`src/rtl/object2_renderer.sv`:
```
// Sprite renderer for object2: hit test against a frame-synchronous position,
// ROM addressing, and a 2-cycle aligned color/opaque output for the compositor.
module object2_renderer #(
  parameter int               ROW_BITS  = 1,
  parameter int               COL_BITS  = 1,
  parameter int               COLOR_W   = 12,
  parameter logic [COLOR_W-1:0] KEY_COLOR = 12'h000
) (
  input  logic                clk,
  input  logic                reset_n,
  input  logic [9:0]          x,
  input  logic [9:0]          y,
  input  logic                video_on,
  input  logic                frame_tick,
  input  logic                obj_enable,
  input  logic [9:0]          pos_x_in,
  input  logic [9:0]          pos_y_in,
  input  logic                pos_valid,
  output logic                pos_ready,
  output logic [ROW_BITS-1:0] rom_row,
  output logic [COL_BITS-1:0] rom_col,
  input  logic [COLOR_W-1:0]  rom_color,
  output logic                pixel_on,
  output logic [COLOR_W-1:0]  pixel_color
);

  localparam logic [10:0] W_EXT = 11'(1 << COL_BITS);
  localparam logic [10:0] H_EXT = 11'(1 << ROW_BITS);

  logic [9:0] active_x, active_y;
  logic [9:0] pending_x, pending_y;
  logic       pending_full;
  logic       hit_d1;

  logic        accept;
  logic        pending_full_next;
  logic [10:0] x_ext, y_ext, x_end, y_end;
  logic [9:0]  dx, dy;
  logic        hit;
  logic        on_next;

  assign accept = pos_valid && pos_ready;

  // An accept only happens with pending empty, so it never races a swap.
  always_comb begin
    pending_full_next = pending_full;
    if (frame_tick && pending_full) pending_full_next = 1'b0;
    if (accept)                     pending_full_next = 1'b1;
  end

  // Extended to 11 bits so objects near the right/bottom edge clip instead of wrapping.
  assign x_ext = {1'b0, x};
  assign y_ext = {1'b0, y};
  assign x_end = {1'b0, active_x} + W_EXT;
  assign y_end = {1'b0, active_y} + H_EXT;

  assign hit = video_on && obj_enable &&
               (x >= active_x) && (x_ext < x_end) &&
               (y >= active_y) && (y_ext < y_end);

  assign dx = x - active_x;
  assign dy = y - active_y;

  assign rom_col = hit ? dx[COL_BITS-1:0] : '0;
  assign rom_row = hit ? dy[ROW_BITS-1:0] : '0;

  assign on_next = hit_d1 && (rom_color != KEY_COLOR);

  always_ff @(posedge clk) begin
    if (!reset_n) begin
      active_x     <= '0;
      active_y     <= '0;
      pending_x    <= '0;
      pending_y    <= '0;
      pending_full <= 1'b0;
      pos_ready    <= 1'b0;
      hit_d1       <= 1'b0;
      pixel_on     <= 1'b0;
      pixel_color  <= KEY_COLOR;
    end else begin
      if (frame_tick && pending_full) begin
        active_x <= pending_x;
        active_y <= pending_y;
      end
      if (accept) begin
        pending_x <= pos_x_in;
        pending_y <= pos_y_in;
      end
      pending_full <= pending_full_next;
      pos_ready    <= !pending_full_next;
      hit_d1       <= hit;
      pixel_on     <= on_next;
      pixel_color  <= on_next ? rom_color : KEY_COLOR;
    end
  end

endmodule

```
`config.mk`:
```
export PLATFORM = sky130hd
export DESIGN_NAME = object2_renderer
export DESIGN_NICKNAME = d
export VERILOG_FILES = /design/src/rtl/object2_renderer.sv
export SDC_FILE = /design/constraint.sdc
export NUM_CORES = 1
export LEC_CHECK = 0
export ABC_AREA = 1
export ABC_CLOCK_PERIOD_IN_PS = 2500
export BUFFER_PORTS_ARGS = -buffer_cell sky130_fd_sc_hd__buf_4
export CORE_ASPECT_RATIO = 0.6
export CORE_MARGIN = 8
export CORE_UTILIZATION = 55
export CTS_BUF_LIST = sky130_fd_sc_hd__clkbuf_2 sky130_fd_sc_hd__clkbuf_4 sky130_fd_sc_hd__clkbuf_8
export DETAILED_ROUTE_END_ITERATION = 7
export PLACE_DENSITY_LB_ADDON = 0.15
export SYNTH_ARGS = -nofsm -noshare
export SYNTH_HDL_FRONTEND = slang
export SYNTH_SLANG_ARGS = --single-unit
```
`constraint.sdc`:
```
create_clock -name clk -period 2.5 [get_ports clk]
set_input_delay 0.375 -clock clk [delete_from_list [all_inputs] [get_ports clk]]
set_output_delay 0.375 -clock clk [all_outputs]
set_load 0.02 [all_outputs]
```
Word-level counts from Yosys, hierarchy flattened
Index checks and enable logic that the tools add are counted. W data, S select, Z words.

Add/sub/neg operators: 4. $lt $le $gt $ge: 4. Mux-type cells: 4. Reductions and logical operators: 11.

Operators by type and width (count): $add A10 B2 Y11 const B (2); $lt A10 B11 Y1 (2); $ge A10 B10 Y1 (2); $reduce_bool A12 Y1 (1); $logic_and A1 B1 Y1 (8); $mux W1 (4); $reduce_and A2 Y1 (1); $sub A1 B1 Y1 (2); $logic_not A1 Y1 (1).

Register bits: 56. Input bits: 58. Output and inout port bits: 16. Word-level logic and storage cells: 32.

Depth between registers and ports, before layout
Gate-level depths: netlist of the first run.

Depth in word-level cells: 6. Mapped depth: 14. Gate-level depth less buffers: 14.

Least setup slack after synthesis of the first run
No wires, ideal clock.

Path type: reg-to-output. Start: reg active_y[1]. End: out rom_col. Arrival time: 2.201 ns. Data required time: 2.125 ns. Setup slack: -0.076 ns. Cell stages (with the launch flop): 13. Buffers on the path: 0. Cells stage by stage: dfxtp_1 > ha_1 > nand3_1 > nor2_1 > nand2_1 > nor3_1 > xor2_1 > ha_1 > nand3_1 > nand2_1 > nor2_1 > nand2_1 > nor3_1.

Word-level cells in the longest chain between the ends: 4. Elaborated cells between the ends (all ways): 6. Classes of those cells: add/sub: 1; order compare: 2; mux: 1; reduce/logical: 2.

Ends and longest elaborated chain: from (decl) (line 30) `logic [9:0] active_x, active_y;`; from (signal assigned) (line 83) `active_y <= pending_y;`; $add A10 B2 Y11 / $ge A10 B10 Y1 (equally long branches) (line 55, 59); $lt A10 B11 Y1 / $logic_and A1 B1 Y1 (equally long branches) (line 59, 58); $logic_and A1 B1 Y1 * (line 59) `(y >= active_y) && (y_ext < y_end);`; $mux W1 * (line 64) `assign rom_col = hit ? dx[COL_BITS-1:0] : '0;`; to (decl) (line 21) `output logic [COL_BITS-1:0] rom_col,`.

Every way passes the cells marked *; elsewhere a longest branch is shown, timed or not.

Worst setup path after layout of the first run
Start: reg active_y[2]. End: out rom_row.

Word-level cells in the longest chain between the ends: 4. Elaborated cells between the ends (all ways): 6. Classes of those cells: add/sub: 1; order compare: 2; mux: 1; reduce/logical: 2.

Ends and longest elaborated chain: $add A10 B2 Y11 / $ge A10 B10 Y1 (equally long branches) (line 55, 59); $lt A10 B11 Y1 / $logic_and A1 B1 Y1 (equally long branches) (line 59, 58); $logic_and A1 B1 Y1 * (line 59); $mux W1 * (line 65) `assign rom_row = hit ? dy[ROW_BITS-1:0] : '0;`; to (decl) (line 20) `output logic [ROW_BITS-1:0] rom_row,`.

Marked as above.

==> results.tsv, run 1 <==
metric	value	unit
port buffer count	73	
Area contributors post-synth	dfxtp_1 36%, ha_1 16%, nor2_1 9.5%	
cell area after synthesis	0.00309	mm2
dpl cell area	0.00369	mm2
hold buffer count at CTS	0	
min Tclk post-route	2.84	ns
CP max stage delay	0.38	ns
power density cells	488	mW/mm2
layout cell share with drive strength beyond 1	25.8	%
maximum clock rate	352	MHz
Global Route met3 Usage	7.70	%
Setup TNS	-0.629	ns
vias	2861	
maxcap violations	0	
largest area contributor in the netlist	dfxtp_1	
Final Cell Area	0.00399	mm2
crit share post-route	114	%
Sinks on Clock Net	56	
Data arrival, critical path	2.46	ns
Final WS setup	-0.338	ns
M1 GR Usage	23.6	%
Seq/Total Area, Yosys	36.3	%
Yosys cell types	25	
Cell Rows	21	
Layout Skew	0.00461	ns
# setup viols final	2	
worst-margin pin slew	0.647	ns
Min Hold Slack	0.282	ns
initial antenna violation count	0	
iteration count of the initial detailed-routing pass	4	
CP Launch Type	flip-flop	
post-route antenna net violation count	0	
drt total wl	7890	um
Global Route Usage Sum	18.7	%
first-pass GRT wire length	12500	um
GRT overflow	0	
wire per inst	13.9	um
Top delay family on crit path	simple AND/OR/NAND/NOR gates	
final net count	597	
violated checks	negative setup slack	
crit path cell chain	ha_4 > nand3_4 > nor2_1 > nand2_1 > buf_4 > xor2_1 > ha_1 > a21o_1 > nand3_1 > nand2_1 > nor2_2 > nand2_2 > nor3_2 > buf_4	
vias in the first global route	2747	
RSZ-0062 raised after global routing	true	
Die Wd	113	um
CTS clock-pin slew for the worst setup and hold paths	0.09	ns
M2 GR Usage	28.8	%
placeable core area	0.00549	mm2
Syn. warnings	0	
Worst-Skew Late Latency	0.31	ns
GR peak layer	met2	
Initial DRC Count	150	
Overall Power	1.95	mW
CP Class	reg -> out	
I/O pin cnt	74	
CTS Buffer Depth	2	
syn nets	522	
headroom to the max-slew limit	56.8	%
clk root buf	clkbuf_8	
Crit Path Max Fanout	3	
# DRC	0	
initial core utilization	56.2	%
CTS tree	done	
CP endpoint kind	output pin	
LEAKAGE	1.91	nW
CTS Buf Count	5	
largest net degree at the start of global routing	43	
area share of the largest cell type after synthesis	36.3	%
slack of the worst reg-to-reg path	0.33	ns
fin util	72.7	%
max-slew violation count	0	
die area	0.00834	mm2
die height	74.0	um
Mapped Cells	424	
hold crit path type	in -> reg	
Post-DP HPWL	6020	um
Via density	5.03	
synthesis-to-finish area growth	29.3	%
Req. time, crit path	2.12	ns
GPL Wtd Cong	0.852	
worst path bufs/invs	2	
diode count	0	
Worst path slowest cell	dfxtp_4	
final hold violation count	0	
Seq cells post-synth	56	
Avg Cell Area, Syn	7.28	um2
status	finished with violations	
Worst VDD drop	446	uV
H-tree Lvls	2	
## area by class of cell
| class | count | area, um2 |
|---|---|---|
| flip-flops and latches | 56 | 1140 |
| clock buffers | 7 | 96.3 |
| clock inverters | 1 | 30.0 |
| fillers | 437 | 1500 |
| well taps | 69 | 86.3 |
| inverters | 59 | 224 |
| multi-input cells | 296 | 1810 |
| repair buffers | 81 | 608 |
## power by group
group / internal [mW] / total [mW] / switching (mW)
clock: 0.354 / 0.635 / 0.281
sequential: 0.930 / 0.956 / 0.0263
combinational: 0.166 / 0.357 / 0.191
total: 1.45 / 1.95 / 0.498
## synthesized netlist by cell type
| cell | instances |
|---|---|
| xnor2_1 | 2 |
| buf_2 | 1 |
| nand2_1 | 62 |
| xor2_1 | 11 |
| nor2_4 | 1 |
| nand4_1 | 2 |
| a21oi_1 | 27 |
| o21ai_0 | 43 |
| o21a_1 | 1 |
| nand3b_1 | 1 |
| clkinv_1 | 1 |
| nor2_1 | 78 |
| nor2_2 | 2 |
| nand3_2 | 1 |
| nand3_1 | 11 |
| inv_1 | 55 |
| ha_1 | 40 |
| clkbuf_1 | 12 |
| nor3_1 | 7 |
| inv_2 | 3 |
| nor4_1 | 1 |
| nand3b_2 | 1 |
| dfxtp_1 | 56 |
| a21o_1 | 3 |
| nand2_2 | 2 |
## worst paths after layout
path / from / to / depth (start not counted)
max: active_y[2]$_SDFFE_PN0P_ / rom_row / 14
min: rom_color[3] / pixel_color[3]$_SDFF_PN0_ / 3
max reg2reg: active_x[1]$_SDFFE_PN0P_ / hit_d1$_SDFF_PN0_ / 14
min reg2reg: pending_x[5]$_SDFFE_PN0P_ / pending_x[5]$_SDFFE_PN0P_ / 2
## worst register-to-register path: cells and delay by family, from the launching register on
| family | cells | cell delay [ns] |
|---|---|---|
| simple gates | 8 | 0.81 |
| flops | 1 | 0.39 |
| buf+inv | 3 | 0.27 |
| fa+ha+maj | 1 | 0.27 |
| xor+xnor | 1 | 0.19 |
| compound gates | 1 | 0.15 |
## routing by layer
| metal | share of wire (%) | wire length (um) |
|---|---|---|
| met2 | 42 | 3340 |
| met1 | 47 | 3710 |
| met5 | 0 | 0 |
| met4 | 0.98 | 77 |
| met3 | 9.6 | 760 |
## flip-flops by register name, indices dropped and copies added (netlist names)
register	flops
pixel_color	12
active_x	10
active_y	10
pending_x	10
pending_y	10
hit_d1	1
pending_full	1
pixel_on	1
pos_ready	1
## cells in the final DEF, fill, tap and decap left out, types with 2 or more instances in the layout
cell type / n
nand3_2: 2
inv_2: 2
ha_1: 38
ha_4: 2
nor3_1: 2
xor2_1: 10
inv_1: 55
a21oi_1: 26
clkbuf_8: 7
nand3_1: 9
dfxtp_4: 3
nor2_1: 74
dfxtp_1: 46
nor2_2: 6
nand2_2: 6
nand4_1: 2
xnor2_1: 2
nand2_1: 57
buf_4: 81
o21ai_1: 2
dfxtp_2: 7
nor3_2: 4
o21ai_0: 41
a21o_1: 3
## kinds of logic after synthesis
group,after synthesis,share of synthesized area (%)
buf+inv,72,8.80
flops,56,36.3
xor+xnor,13,3.69
fa+ha+maj,40,16.2
simple gates,169,22.7
compound gates,74,12.3
## timing repair
action	in CTS	in global routing
endpoints found under the setup margin	2	2
cloned	0	0
setup buffers	2	3
pin swaps	20	13
gates resized for setup	33	8
## stage by stage
step,std cells,worst slack (ns)
5_1_grt,569,-0.471
2_1_floorplan,424,-0.0762
3_5_place_dp,556,-0.0513
3_3_place_gp,556,0.0540
4_1_cts,566,-0.252
6_report,569,-0.338
Power figures use the tool's default switching activity.
==> run 2, diff against run 1 <==
- ABC_CLOCK_PERIOD_IN_PS: 2500 -> 2600
- CORE_UTILIZATION: 55 -> 50
- clock period: 2.5 -> 2.6 ns (I/O delays scaled with it)
==> results.tsv, run 2 (synthesized netlist as in run 1, its figures left out) <==
metric	value	unit	change
Die Wd	117	um	+4.2%
LEAKAGE	1.90	nW	-0.67%
clock network power share	26.5	%	-6.1 points
NetSw	462	uW	-7.3%
Int Pwr	1.25	mW	-14%
Worst-Skew Late Latency	0.30	ns	about the same
Post-DP HPWL	6120	um	+1.7%
H-tree Lvls	2		unchanged
Layout Skew	0.00425	ns	-0.000357 ns
Sw Share	27.0	%	+1.4 points
post-route antenna net violation count	0		unchanged
pre-CTS setup slack	-0.000315	ns	+0.0510 ns
Largest register FFs	12		unchanged
largest net degree at the start of global routing	43		unchanged
RSZ-0062 raised after global routing	true		
min Tclk post-route	2.76	ns	
I/O pin cnt	74		unchanged
Comb power frac	19.9	%	+1.6 points
drt total wl	7590	um	-3.8%
# setup viols final	2		unchanged
Top reg by flops	pixel_color		
CTS Buf Count	5		unchanged
violated checks	negative setup slack		
die area	0.00903	mm2	+8.2%
GPL Wtd Cong	0.868		+1.9%
crit share post-route	106	%	
Worst VDD drop	298	uV	-33%
CTS Buffer Depth	2		unchanged
# DRC	0		unchanged
hold_sp	rom_color[7]		
dpl cell area	0.00371	mm2	+0.51%
fin util	65.8	%	-6.9 points
CP Class	reg -> out		
iteration count of the initial detailed-routing pass	5		+1
wire per inst	12.9	um	-6.7%
die height	76.9	um	+3.8%
placeable core area	0.00603	mm2	+9.8%
worst setup path startpoint	active_y[2]$_SDFFE_PN0P_		
CTS tree	done		
Sinks on Clock Net	56		unchanged
Reg2Reg Launch Point	active_y[2]$_SDFFE_PN0P_		
Data arrival, critical path	2.37	ns	-0.09 ns
initial antenna violation count	0		unchanged
Final Cell Area	0.00397	mm2	-0.69%
power density cells	431	mW/mm2	-12%
initial core utilization	51.2	%	-5.0 points
Filler Cells Inserted	555		+27%
status	finished with violations		
Cell Rows	22		+4.8%
GRT overflow	0		unchanged
CTS clock-pin slew for the worst setup and hold paths	0.09	ns	about the same
max-slew violation count	0		unchanged
synthesis-to-finish area growth	28.5	%	
Final WS setup	-0.161	ns	+0.177 ns
Crit Path Max Fanout	3		unchanged
vias in the first global route	2779		+1.2%
Global Route Usage Sum	16.5	%	-2.2 points
hold crit path type	in -> reg		
CP Launch Type	flip-flop		
final net count	601		+0.67%
commonest non-fill, non-tap cell in the layout	buf_4		
diode count	0		unchanged
clk root buf	clkbuf_8		
Setup TNS	-0.311	ns	+0.318 ns
Via density	4.87		-3.1%
CP endpoint kind	output pin		
first-pass GRT wire length	12600	um	+0.66%
maximum clock rate	362	MHz	
port buffer count	73		unchanged
maxcap violations	0		unchanged
layout cell share with drive strength beyond 1	25.0	%	-0.75 points
Reg power frac	53.6	%	+4.5 points
most frequent cells in the layout	85 x buf_4, 76 x nor2_1, 57 x nand2_1		
final hold violation count	0		unchanged
Finished Layout Cells	587		+3.2%
headroom to the max-slew limit	59.0	%	+2.2 points
worst-margin pin slew	0.615	ns	-0.0323 ns
Req. time, crit path	2.21	ns	+0.09 ns
Initial DRC Count	142		-5.3%
vias	2860		-0.035%
placed instance count	571		+2.7%
-- run 2: layout make-up --
type	count	area, um2	share of cell area [%]
flip-flops and latches	56	1140	28.8
clock buffers	6	76.3	1.92
well taps	84	105	2.65
inverters	59	221	5.59
repair buffers	85	638	16.1
multi-input cells	296	1780	44.8
clock inverters	1	5.00	0.126
-- run 2: worst max-delay path, cell delays in order (launching register included) --
cell and delay [ns]:
dfxtp_4 0.37, ha_4 0.14, nand3_2 0.07, nor2_1 0.11, nand2_1 0.10, nor3_2 0.14
xor2_1 0.16, ha_1 0.27, nand3_1 0.09, nand2_1 0.06, nor2_1 0.13, nand2_2 0.09
nor3_2 0.18, buf_4 0.16
-- run 2: worst paths after layout --
path | to | cells past startpoint | slack [ns]
min reg2reg | pending_y[4]$_SDFFE_PN0P_ | 2 | 0.48
max | rom_row | 13 | -0.16
min | pixel_color[7]$_SDFF_PN0_ | 3 | 0.31
max reg2reg | hit_d1$_SDFF_PN0_ | 13 | 0.46
-- run 2: layer usage --
metal / track usage [%] / up-vias / share of wire [%] / routed length (um)
li1: - / 1508 / - / -
met3: 5.26 / 5 / 8.0 / 608
met4: 4.63 / 0 / 0.62 / 47
met5: 0 / - / 0 / 0
met1: 24.1 / 1256 / 54 / 4080
met2: 22.2 / 91 / 38 / 2850
-- run 2: what timing repair did --
action,in CTS,in global routing
pin swaps,11,23
buffers inserted,3,6
hold buffers,0,0
setup endpoints to repair,2,2
cloned,0,0
gates resized for setup,17,14
-- run 2: power groups by stage --
stage / clock network (mW) / logic, mW / registers (mW)
global placement: 0 / 0.316 / 0.934
finish: 0.453 / 0.340 / 0.916
global route: 0.503 / 0.392 / 0.920
CTS: 0.464 / 0.336 / 0.918
floorplan: 0 / 0.196 / 0.933
detailed placement: 0 / 0.327 / 0.936
-- run 2: per-stage QoR --
| stage | hold WS, ns | total power, mW |
|---|---|---|
| 5_1_grt | 0.295 | 1.81 |
| 4_1_cts | 0.301 | 1.72 |
| 6_report | 0.307 | 1.71 |
| 3_5_place_dp | 0.468 | 1.26 |
| 3_3_place_gp | 0.457 | 1.25 |
| 2_1_floorplan | 0.450 | 1.13 |
